[src/rtl/addsub_nibble_sequencer.sv]
// Arbitrates two requesters onto one shared 4-bit adder and runs each multi-nibble
// add or subtract LSB nibble first, chaining the carry through a register.
module addsub_nibble_sequencer #(
   parameter int NIBBLES = 4
) (
   input  logic                   clk,
   input  logic                   rst,
   input  logic                   req0_valid,
   output logic                   req0_ready,
   input  logic [4*NIBBLES-1:0]   req0_a,
   input  logic [4*NIBBLES-1:0]   req0_b,
   input  logic                   req0_k,
   input  logic                   req1_valid,
   output logic                   req1_ready,
   input  logic [4*NIBBLES-1:0]   req1_a,
   input  logic [4*NIBBLES-1:0]   req1_b,
   input  logic                   req1_k,
   output logic [3:0]             nib_a,
   output logic [3:0]             nib_b,
   output logic                   nib_cin,
   output logic                   nib_k,
   input  logic [3:0]             nib_sum,
   input  logic                   nib_cout,
   output logic                   res_valid,
   output logic                   res_id,
   output logic [4*NIBBLES-1:0]   res_data,
   output logic                   res_flag,
   output logic                   busy
);

   // state | meaning
   // IDLE  | waiting for a request; ready offered to the granted requester
   // RUN   | one nibble per cycle through the shared adder, idx = nibble index
   // DONE  | last nibble done; result and flag registered, strobe follows

   localparam int W  = 4 * NIBBLES;
   localparam int IW = (NIBBLES > 1) ? $clog2(NIBBLES) : 1;

   typedef enum logic [1:0] {
      S_IDLE = 2'd0,
      S_RUN  = 2'd1,
      S_DONE = 2'd2
   } state_t;

   state_t        state;
   state_t        state_nxt;
   logic [IW-1:0] idx;
   logic          carry;
   logic          rr_last;
   logic [W-1:0]  a_q;
   logic [W-1:0]  b_q;
   logic [W-1:0]  sum_q;
   logic          k_q;
   logic          id_q;
   logic          grant;
   logic          hs;
   logic          last_nib;

   assign last_nib = (idx == IW'(NIBBLES - 1));

   // On a tie the requester not served last wins; with one valid it simply wins.
   always_comb begin
      grant = 1'b0;
      if (req0_valid && req1_valid)
         grant = ~rr_last;
      else if (req1_valid)
         grant = 1'b1;
   end

   always_comb begin
      req0_ready = 1'b0;
      req1_ready = 1'b0;
      if (!rst && state == S_IDLE) begin
         req0_ready = req0_valid && !grant;
         req1_ready = req1_valid &&  grant;
      end
   end

   assign hs = (req0_valid && req0_ready) || (req1_valid && req1_ready);

   always_comb begin
      state_nxt = state;
      busy      = 1'b0;
      nib_a     = 4'h0;
      nib_b     = 4'h0;
      nib_cin   = 1'b0;
      nib_k     = 1'b0;
      case (state)
         S_IDLE: begin
            if (hs)
               state_nxt = S_RUN;
         end
         S_RUN: begin
            busy    = 1'b1;
            nib_a   = a_q[4*idx +: 4];
            nib_b   = k_q ? ~b_q[4*idx +: 4] : b_q[4*idx +: 4];
            nib_cin = carry;
            if (last_nib)
               state_nxt = S_DONE;
         end
         S_DONE: begin
            busy      = 1'b1;
            state_nxt = S_IDLE;
         end
         default: state_nxt = S_IDLE;
      endcase
   end

   always_ff @(posedge clk) begin
      if (rst) begin
         state     <= S_IDLE;
         idx       <= '0;
         carry     <= 1'b0;
         rr_last   <= 1'b1;
         a_q       <= '0;
         b_q       <= '0;
         sum_q     <= '0;
         k_q       <= 1'b0;
         id_q      <= 1'b0;
         res_valid <= 1'b0;
         res_id    <= 1'b0;
         res_data  <= '0;
         res_flag  <= 1'b0;
      end else begin
         state     <= state_nxt;
         res_valid <= (state == S_DONE);
         case (state)
            S_IDLE: begin
               if (hs) begin
                  a_q     <= grant ? req1_a : req0_a;
                  b_q     <= grant ? req1_b : req0_b;
                  k_q     <= grant ? req1_k : req0_k;
                  carry   <= grant ? req1_k : req0_k;
                  id_q    <= grant;
                  rr_last <= grant;
                  idx     <= '0;
               end
            end
            S_RUN: begin
               sum_q[4*idx +: 4] <= nib_sum;
               carry             <= nib_cout;
               idx               <= idx + 1'b1;
            end
            S_DONE: begin
               // Subtract ran as a + ~b + 1, so a missing carry means a borrow.
               res_data <= sum_q;
               res_flag <= k_q ? ~carry : carry;
               res_id   <= id_q;
            end
            default: ;
         endcase
      end
   end

endmodule
[config.mk]
export PLATFORM = sky130hd
export DESIGN_NAME = addsub_nibble_sequencer
export DESIGN_NICKNAME = d
export VERILOG_FILES = /design/src/rtl/addsub_nibble_sequencer.sv
export SDC_FILE = /design/constraint.sdc
export NUM_CORES = 1
export LEC_CHECK = 0
export CAP_MARGIN = 30
export CORE_UTILIZATION = 51
export DETAILED_ROUTE_END_ITERATION = 6
export PLACE_DENSITY = 0.85
export SYNTH_ARGS = -nofsm -noshare
export SYNTH_HDL_FRONTEND = slang
export SYNTH_SLANG_ARGS = --single-unit
[constraint.sdc]
create_clock -name clk -period 2.9 [get_ports clk]
set_input_delay 0.58 -clock clk [delete_from_list [all_inputs] [get_ports clk]]
set_output_delay 0.58 -clock clk [all_outputs]
set_load 0.02 [all_outputs]
==> results.md <==
- Flops & latches, synth: 75
- GRT Total Usage: 23.6%
- Worst Skew: roughly 0.0063 ns
- Post-Syn Area: 0.00376 mm^2
- Synthesis Warnings: 0
- CP dominant cell by count: clkdlybuf4s50_1
- Tmin final: 2.76 ns
- Post-synth EDFFs: 0
- Unique cell type count in the Yosys netlist: 41
- Commonest non-fill, non-tap cell in the layout: clkdlybuf4s50_1
- Cell count after synthesis: 361
- Die width: about 88 um
- I/O pin cnt: 107
- CTS tree: built
- Setup TNS: 0 ns
- HP Class: flop to flop
- Detailed Route WL: roughly 9000 um
- Syn_area_per_cell: 10.4 um^2
- # diodes: 0
- Input/output buffers: 105
- Cell Chain, Critical Path: clkdlybuf4s50_1 -> a21boi_4 -> and2_1 -> clkdlybuf4s50_1
- Combinational Power Share: about a third
- Clk sink count: 75
- Initial antenna violation count: 0
- Power share of the sequential group: 41.3%
- RePlAce Congestion: 0.755
- Fin nets: 540
- Relative slew slack: 61.5%
- Layout cells sized above 1: 16.3%
- Vias in the first global route: 3017
- Hold WS: 0.460 ns
- Slew Limit Fails: 0
- Most used DFF post-synth: dfxtp_1
- Syn nets: 445
- Ys async rst share: 0%
- Crit Path Class: input port to output pin
- Clk_lat worst skew: 0.35 ns
- RSZ-0062 raised after global routing: false
- CTS Buf Count: 9
- Fmax achieved: 0.362 GHz
- Largest net degree at the start of global routing: 39
- Die Ht: 87.8 um
- CP top delay family: buffers and inverters
- Largest fanout on the critical path: 5
- Slowest stage delay, CP: between 0.6 and 0.7 ns
- Cell Rows: 30
- Status: finished clean
- Switching share of power: approximately 32%
- Max-cap viol count: 0
- DR iter-0 viols: 135
- Die area: between 0.007 and 0.008 mm^2
- Post-DP HPWL: 6270 um
- Sequential area share after synthesis: 40.0%
- Total grt overflow: 0
- Deepest clock path buffer count: 2
- Clock share of power: about a quarter
- WP buf/inv: 2
- Startpoint types: input port
- Drt pass-1 iters: 4
- PwrDens: approximately 600 mW/mm^2
- Worst EP arrival: between 2 and 2.5 ns
- Crit. End Element: output pin
- Pleak: 0.00180 uW
- Worst Tran Pin Value: 0.577 ns
- Hold_buf cts: 0
- Worst path slowest cell: clkdlybuf4s50_1
- Starting Density: 54.1%
- Worst-path clk slew: 0.08 ns
- R2R Setup Slk: ~0.69 ns
- Fill count: 521
- Vias/cell: 5.55
- Drc violations: 0
- Core Footprint: 0.00694 mm^2
- First-pass GRT wire length: 14000 um
- Tcrit/Tclk final: 95.3%
- WL/cell: 16.2 um
- Commonest non-fill, non-tap cells in the layout: clkdlybuf4s50_1 (104), dfxtp_1 (74), mux2i_1 (56)
- CP required: 2.32 ns
- Final hold vios: 0
- Vias after detailed routing: 3091
- CTS root buf: clkbuf_8
- Int Power: 2000 uW
- Post-CTS Setup Inserts: 0
- Final setup vio count: 0
- Switch Pwr: 957 uW
- Synth-to-Final Area Change: 33.6%
- H-tree Lvls: 3
- Antenna-violating nets left: 0
- VDD IR-drop max: 0.000402 V
==> cell type report <==
| type | count | area (um^2) | area share, % |
|---|---|---|---|
| Multi-Input combinational cell | 246 | 2040 | 40.6 |
| Sequential cell | 75 | 1500 | 30.0 |
| Timing Repair Buffer | 118 | 1140 | 22.8 |
| Clock buffer | 9 | 124 | 2.47 |
| Tap cell | 96 | 120 | 2.39 |
| Clock inverter | 7 | 68.8 | 1.37 |
| Inverter | 6 | 22.5 | 0.449 |
==> logic make-up (layout without fill, tap and decap cells) <==
group	count (synthesis)	in the layout	synth area share, %
flip-flops	75	75	40.0
AO/OA/AOI/OAI	97	97	21.4
AND/OR/NAND/NOR	74	74	9.49
adder cells (fa/ha/maj)	9	9	3.00
multiplexers	64	64	19.7
buffers and inverters	40	140	6.10
XOR/XNOR	1	1	0.233
other	1	1	0.0998
==> sequential cells by signal, summed over array words and instances (netlist names) <==
name / flops
res_flag: 1
rr_last: 1
k_q: 1
sum_q: 16
res_data: 16
res_id: 1
carry: 1
state: 2
a_q: 16
idx: 2
b_q: 16
res_valid: 1
id_q: 1
==> routing by layer <==
layer  track usage (%)  up-vias  routed length (um)
met3              5.18       10                 586
li1                  -     1504                   -
met1              27.5     1474                3880
met4              8.64        0                  94
met5                 0        -                   0
met2              42.4      103                4460
==> worst paths after layout <==
path	start	cells past startpoint	endpoint
max reg2reg	state[1]$_SDFFE_PP0P_	6	b_q[1]$_SDFFE_PP0P_
max	req1_valid	4	req1_ready
min reg2reg	sum_q[4]$_SDFFE_PP0P_	2	sum_q[4]$_SDFFE_PP0P_
min	sum_q[4]$_SDFFE_PP0P_	2	sum_q[4]$_SDFFE_PP0P_
==> what timing repair did <==
action	in CTS	in global routing
hold endpoints to repair	0	0
endpoints found under the setup margin	2	0
resized for setup	1	0
==> synth_stat cells, drive strengths merged, types with 2 or more instances <==
cell	count	area, um^2
a211oi	34	405
a21boi	2	18.8
a21oi	39	195
a32oi	12	105
and2	7	46.3
and4bb	2	25.0
buf	19	150
clkbuf	15	56.3
dfxtp	75	1500
ha	9	113
inv	6	22.5
mux2i	56	561
mux4	8	180
nand2	15	56.3
nand4	4	25.0
nor2	35	131
nor2b	4	25.0
o21a	2	15.0
or2	2	12.5
==> power by group through the flow <==
stage	clock network (uW)	logic (uW)	registers, uW
floorplan	0	692	1210
global placement	0	920	1230
detailed placement	0	943	1240
CTS	794	954	1220
global route	838	1020	1230
finish	781	954	1220
==> tightest hold or removal path: stages, from the launching register on <==
cell,delay (ns)
dfxtp_1,0.31
nand2_1,0.05
a21oi_1,0.05
==> metrics by stage <==
| step | util (%) | cell area (um^2) | std cells | total power, uW | setup WS, ns |
|---|---|---|---|---|---|
| 2_1_floorplan | - | 3760 | 361 | 1900 | 0.759 |
| 3_3_place_gp | 69.5 | 4820 | 541 | 2150 | 0.176 |
| 3_5_place_dp | 69.5 | 4820 | 541 | 2180 | 0.138 |
| 4_1_cts | 72.3 | 5020 | 557 | 2960 | 0.132 |
| 5_1_grt | 72.3 | 5020 | 557 | 3090 | 0.0527 |
| 6_report | 72.3 | 5020 | 557 | 2950 | 0.138 |
No activity file was read; power rests on OpenSTA's default activity.
